## src/rtl/counter_seq_pkg.sv

```systemverilog
// Shared encodings for the counter sequencing controller.
package counter_seq_pkg;

  // Host command opcodes as carried on cmd_op.
  typedef enum logic [1:0] {
    OP_RUN  = 2'b00,
    OP_STOP = 2'b01,
    OP_LOAD = 2'b10,
    OP_STEP = 2'b11
  } op_e;

  // Controller states.
  typedef enum logic {
    ST_IDLE    = 1'b0,
    ST_RUNNING = 1'b1
  } state_e;

endpackage

```

## src/rtl/tff_cell.sv

```systemverilog
// One bit of the counter datapath: a T flip-flop with async active-low clear.
module tff_cell (
  input  logic CLK,
  input  logic RESET_N,
  input  logic t,
  output logic q
);

  // Toggle on t, clear on reset.
  always_ff @(posedge CLK or negedge RESET_N) begin
    if (!RESET_N) q <= 1'b0;
    else if (t)   q <= ~q;
  end

endmodule

```

## src/rtl/counter_seq_ctrl.sv

```systemverilog
// Command-driven sequencer for a modulo-MODULUS T-flip-flop counter.
// The controller never writes q directly: every change, including LOAD,
// is expressed as a per-bit toggle vector into the tff_cell array.
module counter_seq_ctrl
  import counter_seq_pkg::*;
#(
  parameter int WIDTH   = 3,
  parameter int MODULUS = 8,
  parameter int STEPW   = 8
) (
  input  logic             CLK,
  input  logic             RESET_N,
  input  logic             cmd_valid,
  output logic             cmd_ready,
  input  logic [1:0]       cmd_op,
  input  logic [STEPW-1:0] cmd_data,
  output logic [WIDTH-1:0] q,
  output logic             busy,
  output logic             done,
  output logic             stopped,
  output logic             wrap,
  output logic             err
);

  // Q_MAX is the last count before wrapping; MOD_W is one bit wider so a
  // full-range modulus (2^WIDTH) still compares correctly.
  localparam logic [WIDTH-1:0] Q_MAX = WIDTH'(MODULUS - 1);
  localparam logic [WIDTH:0]   MOD_W = (WIDTH + 1)'(MODULUS);

  state_e           state, state_nxt;
  logic [STEPW-1:0] left, left_nxt;
  logic [WIDTH-1:0] t_vec, adv_t, ld_val;
  logic             at_max, accept, carry;
  logic             done_nxt, stopped_nxt, wrap_nxt, err_nxt;
  op_e              op;

  // Ready in every state, so a STOP can always reach a running count.
  assign cmd_ready = 1'b1;
  assign accept    = cmd_valid & cmd_ready;
  assign op        = op_e'(cmd_op);
  assign ld_val    = cmd_data[WIDTH-1:0];
  assign busy      = (state == ST_RUNNING);

  // Toggle vector for one advance: all set bits toggle at Q_MAX (clears to
  // zero), otherwise a ripple-carry binary increment.
  always_comb begin
    adv_t  = '0;
    carry  = 1'b1;
    at_max = (q == Q_MAX);
    for (int i = 0; i < WIDTH; i++) begin
      adv_t[i] = carry;
      carry    = carry & q[i];
    end
    if (at_max) adv_t = q;
  end

  // Per-bit toggle cells; q is their concatenation.
  for (genvar g = 0; g < WIDTH; g++) begin : g_cell
    tff_cell u_cell (
      .CLK     (CLK),
      .RESET_N (RESET_N),
      .t       (t_vec[g]),
      .q       (q[g])
    );
  end

  // Next state, step budget, toggle vector and pulse requests.
  always_comb begin
    state_nxt   = state;
    left_nxt    = left;
    t_vec       = '0;
    done_nxt    = 1'b0;
    stopped_nxt = 1'b0;
    wrap_nxt    = 1'b0;
    err_nxt     = 1'b0;
    case (state)
      ST_IDLE: begin
        if (accept) begin
          case (op)
            OP_LOAD: begin
              if ({1'b0, ld_val} < MOD_W) begin
                t_vec    = q ^ ld_val;
                done_nxt = 1'b1;
              end else begin
                // Out-of-range load clears the counter.
                t_vec   = q;
                err_nxt = 1'b1;
              end
            end
            OP_STEP: begin
              t_vec    = adv_t;
              wrap_nxt = at_max;
              done_nxt = 1'b1;
            end
            OP_RUN: begin
              if (cmd_data == '0) begin
                done_nxt = 1'b1;
              end else begin
                left_nxt  = cmd_data;
                state_nxt = ST_RUNNING;
              end
            end
            default: ; // STOP while idle is a no-op
          endcase
        end
      end
      ST_RUNNING: begin
        if (accept && op == OP_STOP) begin
          // STOP beats any advance on this edge, including the last one.
          stopped_nxt = 1'b1;
          left_nxt    = '0;
          state_nxt   = ST_IDLE;
        end else begin
          t_vec    = adv_t;
          wrap_nxt = at_max;
          left_nxt = left - STEPW'(1);
          err_nxt  = accept;
          if (left == STEPW'(1)) begin
            done_nxt  = 1'b1;
            state_nxt = ST_IDLE;
          end
        end
      end
      default: state_nxt = ST_IDLE;
    endcase
  end

  // State, step budget and registered single-cycle event pulses.
  always_ff @(posedge CLK or negedge RESET_N) begin
    if (!RESET_N) begin
      state   <= ST_IDLE;
      left    <= '0;
      done    <= 1'b0;
      stopped <= 1'b0;
      wrap    <= 1'b0;
      err     <= 1'b0;
    end else begin
      state   <= state_nxt;
      left    <= left_nxt;
      done    <= done_nxt;
      stopped <= stopped_nxt;
      wrap    <= wrap_nxt;
      err     <= err_nxt;
    end
  end

endmodule
```

## config.mk

```make
export PLATFORM = sky130hd
export DESIGN_NAME = counter_seq_ctrl
export DESIGN_NICKNAME = d
export VERILOG_FILES = /design/src/rtl/counter_seq_pkg.sv /design/src/rtl/tff_cell.sv /design/src/rtl/counter_seq_ctrl.sv
export SDC_FILE = /design/constraint.sdc
export NUM_CORES = 1
export LEC_CHECK = 0
export CORE_MARGIN = 2
export CORE_UTILIZATION = 44
export CTS_CLUSTER_SIZE = 10
export DETAILED_ROUTE_END_ITERATION = 6
export MAX_ROUTING_LAYER = met4
export PLACE_DENSITY = 0.74
export SYNTH_ARGS = -nofsm -noshare
export SYNTH_HDL_FRONTEND = slang
export SYNTH_HIERARCHICAL = 1
export SYNTH_SLANG_ARGS = --single-unit
```

## constraint.sdc

```tcl
create_clock -name CLK -period 1.3 [get_ports CLK]
set_input_delay 0.26 -clock CLK [delete_from_list [all_inputs] [get_ports CLK]]
set_output_delay 0.26 -clock CLK [all_outputs]
set_load 0.02 [all_outputs]
```

# [Word-level counts from Yosys, hierarchy flattened]
# Index checks and enable logic that the tools add are counted.
[totals] ff_bits=16 word_cells=59
[classes] n_reduce_logical=5 bitwise_logic=6 addsub=1 mux=30 n_eq_ne=8
[ops] operator="$mux 8" count=4
[ops] operator="$pmux 8 s2" count=1
[ops] operator="$mux 1" count=15
[ops] operator="$pmux 3 s2" count=2
[ops] operator="$pmux 1 s2" count=5
[ops] operator="$mux 3" count=3
[ops] operator="$eq 8x1->1 const B" count=1
[ops] operator="$logic_not 8->1" count=1
[ops] operator="$sub 8x1->8 const B" count=1
[ops] operator="$eq 2x2->1 const B" count=2
[ops] operator="$ne 2x2->1 const B" count=2
[ops] operator="$not 1->1" count=4
[ops] operator="$eq 3x3->1 const B" count=1
[ops] operator="$reduce_and 3->1" count=1
[ops] operator="$xor 3x3->3" count=1
[ops] operator="$eq 2x1->1 const B" count=1
[ops] operator="$logic_not 2->1" count=1
[ops] operator="$ne 2x1->1 const B" count=1
[ops] operator="$reduce_or 2->1" count=1
[ops] operator="$and 1x1->1" count=1
[ops] operator="$logic_and 1x1->1" count=1

# [Logic depth before layout (Yosys ltp)]
# Gate-level depths: netlist (run 1).
[depth] word_depth=5 mapped_depth=6

# [Cells and area by module]
# The synthesis (run 1) kept the hierarchy.
[by_module_without_submodules] mod="counter_seq_ctrl" area_each_um2=865.8 n_inst=1 cells_each=93
[by_module_without_submodules] mod="tff_cell" area_each_um2=33.8 n_inst=3 cells_each=2

# [Least setup slack after synthesis (run 1)]
# OpenSTA, ideal clock, no wires.
[synth_path] path_kind="register to register" from="register state (netlist: busy)" to="register g_cell[2].u_cell.q" t_arrival_ps=1476 path_buffers=1 path_slack_ps=-313 path_stages_with_launch=7 cell_sequence="dfrtp_1 > buf_2 > nand3b_1 > nor2_1 > o21ai_0 > o32ai_1 > xor2_1"
[synth_via] elab_chain_cells=2
[synth_rtl] item="from (decl)" line="counter_seq_ctrl.sv:30" rtl="state_e state, state_nxt;"
[synth_rtl] item="from (signal assigned)" line="counter_seq_ctrl.sv:138" rtl="state <= state_nxt;"
[synth_rtl] item="$not 1->1"
[synth_rtl] item="$pmux 3 s2 (*)" line="counter_seq_ctrl.sv:76" rtl="case (state)"
[synth_rtl] item="via t_vec[2]" line="counter_seq_ctrl.sv:32" rtl="logic [WIDTH-1:0] t_vec, adv_t, ld_val;"
[synth_rtl] item="to (signal assigned)" line="tff_cell.sv:12" rtl="else if (t) q <= ~q;"
[synth_rtl] item="to (decl)" line="tff_cell.sv:6" rtl="output logic q"
# The timed path passes the listed nets; every way through them passes the cells marked *.
# A chain may end at the register's enable or synchronous reset.

# [Worst setup path after layout (run 1)]
[layout_path] from="register left[0]" to="register left[7]"
[layout_via] elab_chain_cells=3
[layout_rtl] item="from (decl)" line="counter_seq_ctrl.sv:31" rtl="logic [STEPW-1:0] left, left_nxt;"
[layout_rtl] item="from (signal assigned)" line="counter_seq_ctrl.sv:139" rtl="left <= left_nxt;"
[layout_rtl] item="$sub 8x1->8" line="counter_seq_ctrl.sv:116" rtl="left_nxt = left - STEPW'(1);"
[layout_rtl] item="$mux 8" line="counter_seq_ctrl.sv:108" rtl="if (accept && op == OP_STOP) begin"
[layout_rtl] item="$pmux 8 s2" line="counter_seq_ctrl.sv:76"
# Every way passes these cells.

==> results of run 1 <==
worst register-to-register path, stage by stage (launching register included):
cell and delay, ns:
dfrtp_1 0.42, buf_6 0.14, nor3_4 0.19, nand2_2 0.11, o311a_1 0.32, a211o_1 0.23
where the power goes:
part	switching (mW)	leakage [nW]	total (mW)	internal [mW]
clock	0.177	0.0210	0.348	0.171
combinational	1.17	0.552	2.38	1.21
sequential	0.222	0.202	0.923	0.701
repair_timing:
| action | in CTS | in global routing |
|---|---|---|
| pin swaps | 12 | 11 |
| buffers inserted | 5 | 6 |
| gates resized for setup | 50 | 17 |
| endpoints found under the setup margin | 22 | 17 |
layout by cell type, fill, tap and decap left out, types with 3 or more instances in the layout:
cell type	Yosys	layout
buf_6	1	3
a221o_2	5	5
xor2_1	4	4
nor4_2	0	4
a21oi_1	7	5
dfrtp_1	16	15
clkdlybuf4s15_1	0	4
buf_4	1	34
nand2_1	7	5
inv_1	6	4
dlygate4sd2_1	0	12
nor2_1	7	5
clkbuf_4	0	3
routing by layer:
metal  routed length [µm]  global-route usage  part of all wire  up-vias
met5                    0                   -                 0        -
met2                 1790               0.467              0.52       46
met4                  132               0.135             0.039        0
met1                 1320               0.308              0.39      535
li1                     -                   -                 -      477
met3                  178              0.0322             0.052       15
flip-flops by register name, indices dropped and copies added, names as in the netlist:
name             flops
busy                 1
done                 1
err                  1
g_cell.u_cell/q      3
left                 8
stopped              1
wrap                 1
cells by family after synthesis:
| logic type | after synthesis | synth area share |
|---|---|---|
| simple gates | 34 | 0.215 |
| compound gates | 28 | 0.213 |
| fa+ha+maj | 2 | 0.0259 |
| buf+inv | 10 | 0.0530 |
| other cells | 1 | 0.00388 |
| flops | 16 | 0.414 |
| xor+xnor | 6 | 0.0543 |
| mux | 2 | 0.0207 |
stage by stage:
| stage | utilization | total power [mW] | setup WS, ns | cell area [µm²] | hold slack [ns] |
|---|---|---|---|---|---|
| final | 0.829 | 3.65 | -0.212 | 1680 | 0.272 |
| after global routing | 0.829 | 3.83 | -0.254 | 1680 | 0.294 |
| after CTS | 0.791 | 3.34 | -0.187 | 1600 | 0.278 |
| after detailed placement | 0.711 | 2.68 | -0.581 | 1440 | 0.554 |
| after global placement | 0.711 | 2.60 | -0.518 | 1440 | 0.549 |
| after floorplan | - | 1.81 | -0.112 | 1000 | -0.0356 |
final timing paths:
kind | start | cells after the start | slack [ns] | to
worst min register to register | left[1] | 1 | 0.58 | left[1]
worst min-delay path | RESET_N | 2 | 0.27 | done
max in group asynchronous | RESET_N | 2 | 0.82 | busy
min in group CLK | cmd_op[1] | 3 | 0.37 | err
worst max register to register | left[0] | 5 | -0.21 | left[7]
worst max-delay path | left[0] | 5 | -0.21 | left[7]
final cells by class:
cell class              instances  area, µm²
fillers                       111        347
multi-input cells              73        689
clock buffers                   4       36.3
well taps                      27       33.8
repair buffers                 58        492
inverters                       6       22.5
flip-flops and latches         16        402
==> metrics.md, run 1 <==
| Metric | Value |
|---|---|
| Outcome | `finished with violations` |
| Failing checks | `setup timing` |
| Drt first pass iters | `4` |
| Final Hold Viols | `0` |
| Minimum clock period | `about 1.5 ns` |
| Area delta synth->final | `73.2%` |
| Clock sinks | `16` |
| Async SR Flop Fraction | `1.00` |
| Initial DRC Count | `46` |
| Syn_nets | `roughly 110` |
| Diode count | `0` |
| Cts hold-fix bufs | `0` |
| Bufs and invs on worst path | `1` |
| Fin cells | `184` |
| Setup ws final | `-0.212 ns` |
| Number of flops mapped to enable cells by yosys | `0` |
| Distinct cells, synth | `36` |
| Syn Area/Cell | `9.77 µm²` |
| Clock latency on the worst-skew pair | `approximately 0.3 ns` |
| Yosys top cell by area | `dfrtp_1` |
| RSZ-0062 raised after global routing | `true` |
| # IOs | `22` |
| Final HPWL DP | `2100 µm` |
| # nets final | `173` |
| Via density per instance | `5.83` |
| GRT overflow | `0` |
| Yosys reg bits | `16` |
| Hold Crit Class | `input pin to async pin` |
| Post-synthesis sequential area ratio | `0.414` |
| Synth warnings | `6` |
| Vias in the first global route | `1082` |
| Top cells by count, synth | `dfrtp_1 (16), a21oi_1 (7), nand2_1 (7), nor2_1 (7), inv_1 (6)` |
| CP startpoint kind | `flop` |
| CP Data Arrival Time | `1.71 ns` |
| DIE HEIGHT | `between 50 and 60 µm` |
| Cells after Synth | `99` |
| Static leakage | `between 0.7 and 0.8 nW` |
| Antenna violations before repair | `0` |
| CTS tree | `done` |
| Overall fraction of global-route tracks in use | `0.269` |
| Via count | `1073` |
| Final WL | `3410 µm` |
| Setup TNS | `-0.930 ns` |
| FP Rows | `16` |
| Core box area | `slightly above 2000 µm²` |
| Most frequent cell after synthesis | `dfrtp_1` |
| Post-Place Cells | `172` |
| CP Cell Sequence | `buf_6, nor3_4, nand2_2, o311a_1, a211o_1` |
| Die Area | `2590 µm²` |
| Worst Setup End Kind | `flop` |
| First-pass GRT wire length | `roughly 5000 µm` |
| Power Dens Cells | `~2200 nW/µm²` |
| Clock Tree Root | `clkbuf_4` |
| Area share of the largest cell type after synthesis | `0.414` |
| Slowest-stage cell, CP | `dfrtp_1` |
| IO buf count | `20` |
| Tcrit/Tclk final | `1.16` |
| Largest net degree at the start of global routing | `17` |
| Worst Path Max Fanout | `2` |
| H-tree depth | `1` |
| Initial Util | `0.478` |
| Worst VDD drop | `1.52 mV` |
| Fmax achieved | `around 0.66 GHz` |
| Crit Path Category | `flop to flop` |
| Most used DFF post-synth | `dfrtp_1` |
| Post-Syn Area | `between 900 and 1000 µm²` |
| Req. time, crit path | `1.50 ns` |
| # setup viols final | `11` |
| Max cap viols | `0` |
| Reg clk slew, reported paths | `~0.1 ns` |
| DRC | `0` |
| CTS buffer count | `3` |
| Post-route ant nets | `0` |
| Top post-synthesis cells by area | `dfrtp_1 (41%), a221o_2 (5.8%), a21oi_1 (3.6%), xor2_1 (3.6%), nand2_1 (2.7%)` |
| Cell family with most CP delay | `compound AO/OA/AOI/OAI gates` |
| Share of layout cells above drive strength 1 | `0.510` |
| Die X | `50.9 µm` |
| CP max stage delay | `0.42 ns` |
| GP Congestion | `0.831` |
| Max Root-Sink Buffers | `2` |
| Final Slew Violations | `0` |
| DR WL/cell | `18.6 µm` |
| Clock skew | `0.00346 ns` |
(Power assumes the default switching activity.)
==> run 2, diff against run 1 <==
Settings changed: CTS_CLUSTER_SIZE 10 to 14.
==> results of run 2 <==
Final layout, timing and power as in run 1 (identical DEF).
==> run 3, diff against run 2 <==
Settings changed: RECOVER_POWER from default to 50, SLEW_MARGIN from default to 20.
==> run 3 against run 2 <==
  * The run still ends with setup timing left
  * Global-route usage stayed put
  * Via count did not move
  * Clock power is essentially flat
  * First-iteration DRC count unchanged
  * Combinational power barely moved
  * Sequential share of layout area grew 0.054 points
  * Routed wire length hardly changed
  * Non-clock buffer count is the same
  * Core utilization is 0.19 points lower
  * Cell count unchanged
  * Worst hold slack gained 0.096 ns
  * Critical endpoint unchanged
  * Largest cell class unchanged
==> metrics.md, run 3 (synthesis results as in run 1) <==
| Metric | Value |
|---|---|
| Outcome | `finished with violations` |
| Failing checks | `setup timing` |
| DR WL/cell | `18.5 µm (about the same)` |
| Area delta synth->final | `72.8%` |
| Drt first pass iters | `4 (unchanged)` |
| Cell family with most CP delay | `compound AO/OA/AOI/OAI gates` |
| Final Hold Viols | `0 (unchanged)` |
| CP Cell Sequence | `buf_6, nor3_4, nand2_2, o311a_1, a211o_1` |
| GRT overflow | `0 (unchanged)` |
| Power Dens Cells | `2180 nW/µm² (+0.18%)` |
| Largest net degree at the start of global routing | `17 (unchanged)` |
| CTS tree | `done` |
| Vias in the first global route | `1082 (unchanged)` |
| Dpl ws | `-0.581 ns (unchanged)` |
| Antenna violations before repair | `0 (unchanged)` |
| Max reg flops | `8 (unchanged)` |
| Sequential share of power | `0.253 (about the same)` |
| Most frequent cells in the layout | `buf_4 (33), dfrtp_1 (15), dlygate4sd2_1 (12)` |
| Comb power frac | `0.651 (about the same)` |
| Final HPWL DP | `2100 µm (unchanged)` |
| DRC | `0 (unchanged)` |
| Max cap viols | `0 (unchanged)` |
| # IOs | `22 (unchanged)` |
| First-pass GRT wire length | `4970 µm (unchanged)` |
| Share of layout cells above drive strength 1 | `0.503 (-0.00637)` |
| Crit Path Category | `flop to flop` |
| Die X | `50.9 µm (unchanged)` |
| Diode count | `0 (unchanged)` |
| Worst-Margin Slew | `just over 0.9 ns` |
| Sw power | `1.57 mW (about the same)` |
| Final WL | `3410 µm (about the same)` |
| Overall fraction of global-route tracks in use | `0.269 (unchanged)` |
| Post-DP Area | `1440 µm² (unchanged)` |
| Sw Ratio | `0.430 (about the same)` |
| Static leakage | `0.771 nW (-0.47%)` |
| Hold Crit Class | `input pin to flop` |
| CP startpoint kind | `flop` |
| Reg clk slew, reported paths | `0.10 ns (about the same)` |
| Clock sinks | `16 (unchanged)` |
| Worst Path Max Fanout | `2 (unchanged)` |
| Via count | `1073 (unchanged)` |
| Die Area | `2590 µm² (unchanged)` |
| Minimum clock period | `1.51 ns (unchanged)` |
| Min Hold Slack | `0.369 ns (+0.0963 ns)` |
| Bufs and invs on worst path | `1 (unchanged)` |
| Worst Setup End Kind | `flop` |
| Req. time, crit path | `1.50 ns (about the same)` |
| Final Slew Violations | `0 (unchanged)` |
| Initial Util | `0.478 (unchanged)` |
| Max-slew headroom | `0.388` |
| Worst VDD drop | `1.52 mV (about the same)` |
| Largest Register | `left` |
| Fin area | `1670 µm² (-0.22%)` |
| Setup ws final | `-0.212 ns (unchanged)` |
| IO buf count | `20 (unchanged)` |
| Core box area | `2020 µm² (unchanged)` |
| Most common cell after layout, fill and taps aside | `buf_4` |
| Tot Pwr | `3.65 mW (about the same)` |
| Max Root-Sink Buffers | `2 (unchanged)` |
| CP Data Arrival Time | `1.71 ns (about the same)` |
| DIE HEIGHT | `50.9 µm (unchanged)` |
| # nets final | `173 (unchanged)` |
| Post-route ant nets | `0 (unchanged)` |
| GP Congestion | `0.831 (unchanged)` |
| Clock skew | `0.00346 ns (unchanged)` |
| Tcrit/Tclk final | `1.16 (unchanged)` |
| FP Rows | `16 (unchanged)` |
| Largest regs | `left (8), g_cell.u_cell/q (3)` |
| CP max stage delay | `0.42 ns (about the same)` |
| Clock share of power | `0.096 (about the same)` |
| Clock Tree Root | `clkbuf_4` |
| Fmax achieved | `0.662 GHz (unchanged)` |
| Initial DRC Count | `46 (unchanged)` |
| Clock latency on the worst-skew pair | `0.30 ns (about the same)` |
| Setup TNS | `-0.929 ns (+0.0000930 ns)` |
| RSZ-0062 raised after global routing | `true` |
| H-tree depth | `1 (unchanged)` |
| # setup viols final | `11 (unchanged)` |
| Via density per instance | `5.83 (unchanged)` |
| Internal power | `2.08 mW (about the same)` |
| Slowest-stage cell, CP | `dfrtp_1` |
| CTS buffer count | `3 (unchanged)` |
==> run 3: changes by cell type in the layout (fill, tap and decap cells not counted), sizes merged <==
cell,change
buf,-1
clkbuf,+1
==> run 3: worst paths after layout <==
kind,from,endpoint,slack [ns],depth (start not counted)
min,cmd_op[1],err,0.37,3
max reg2reg,left[0],left[7],-0.21,5
min in group asynchronous,RESET_N,done,0.52,2
max in group asynchronous,RESET_N,busy,0.16,2
max,left[0],left[7],-0.21,5
min reg2reg,left[1],left[1],0.58,1
==> run 3: what timing repair did <==
action / 4_1_cts / 5_1_grt
gates resized for setup: 50 / 17
setup buffers: 5 / 6
endpoints found under the setup margin: 22 / 17
hold buffers: 0 / 0
pin swaps: 12 / 11
==> run 3: power groups by stage <==
stage	Combinational, mW	Sequential, mW	Clock (mW)
final	2.37	0.923	0.348
after global routing	2.51	0.939	0.374
after CTS	2.09	0.907	0.345
after detailed placement	1.78	0.898	0
after global placement	1.73	0.871	0
after floorplan	0.806	1.01	0
==> run 3: final cells by class <==
cell class | instances | area, µm²
multi-input combinational | 73 | 689
timing repair buffer | 58 | 488
sequential | 16 | 402
fill | 113 | 350
clock buffer | 4 | 36.3
tap | 27 | 33.8
inverter | 6 | 22.5
==> run 3: stage by stage <==
stage / utilization / cells
final: 0.827 / 184
after global routing: 0.827 / 184
after floorplan: - / 99
after CTS: 0.791 / 181
after global placement: 0.711 / 172
after detailed placement: 0.711 / 172
==> run 3: worst min-delay path, stage by stage <==
cell and delay (ns):
clkdlybuf4s15_2 0.23, inv_1 0.09, a21oi_1 0.06
==> run 3: metal layers <==
metal | vias up | wire, µm | track usage
met5 | - | 0 | -
met4 | 0 | 132 | 0.135
met3 | 15 | 178 | 0.0322
met2 | 46 | 1790 | 0.467
met1 | 535 | 1310 | 0.308
li1 | 477 | - | -
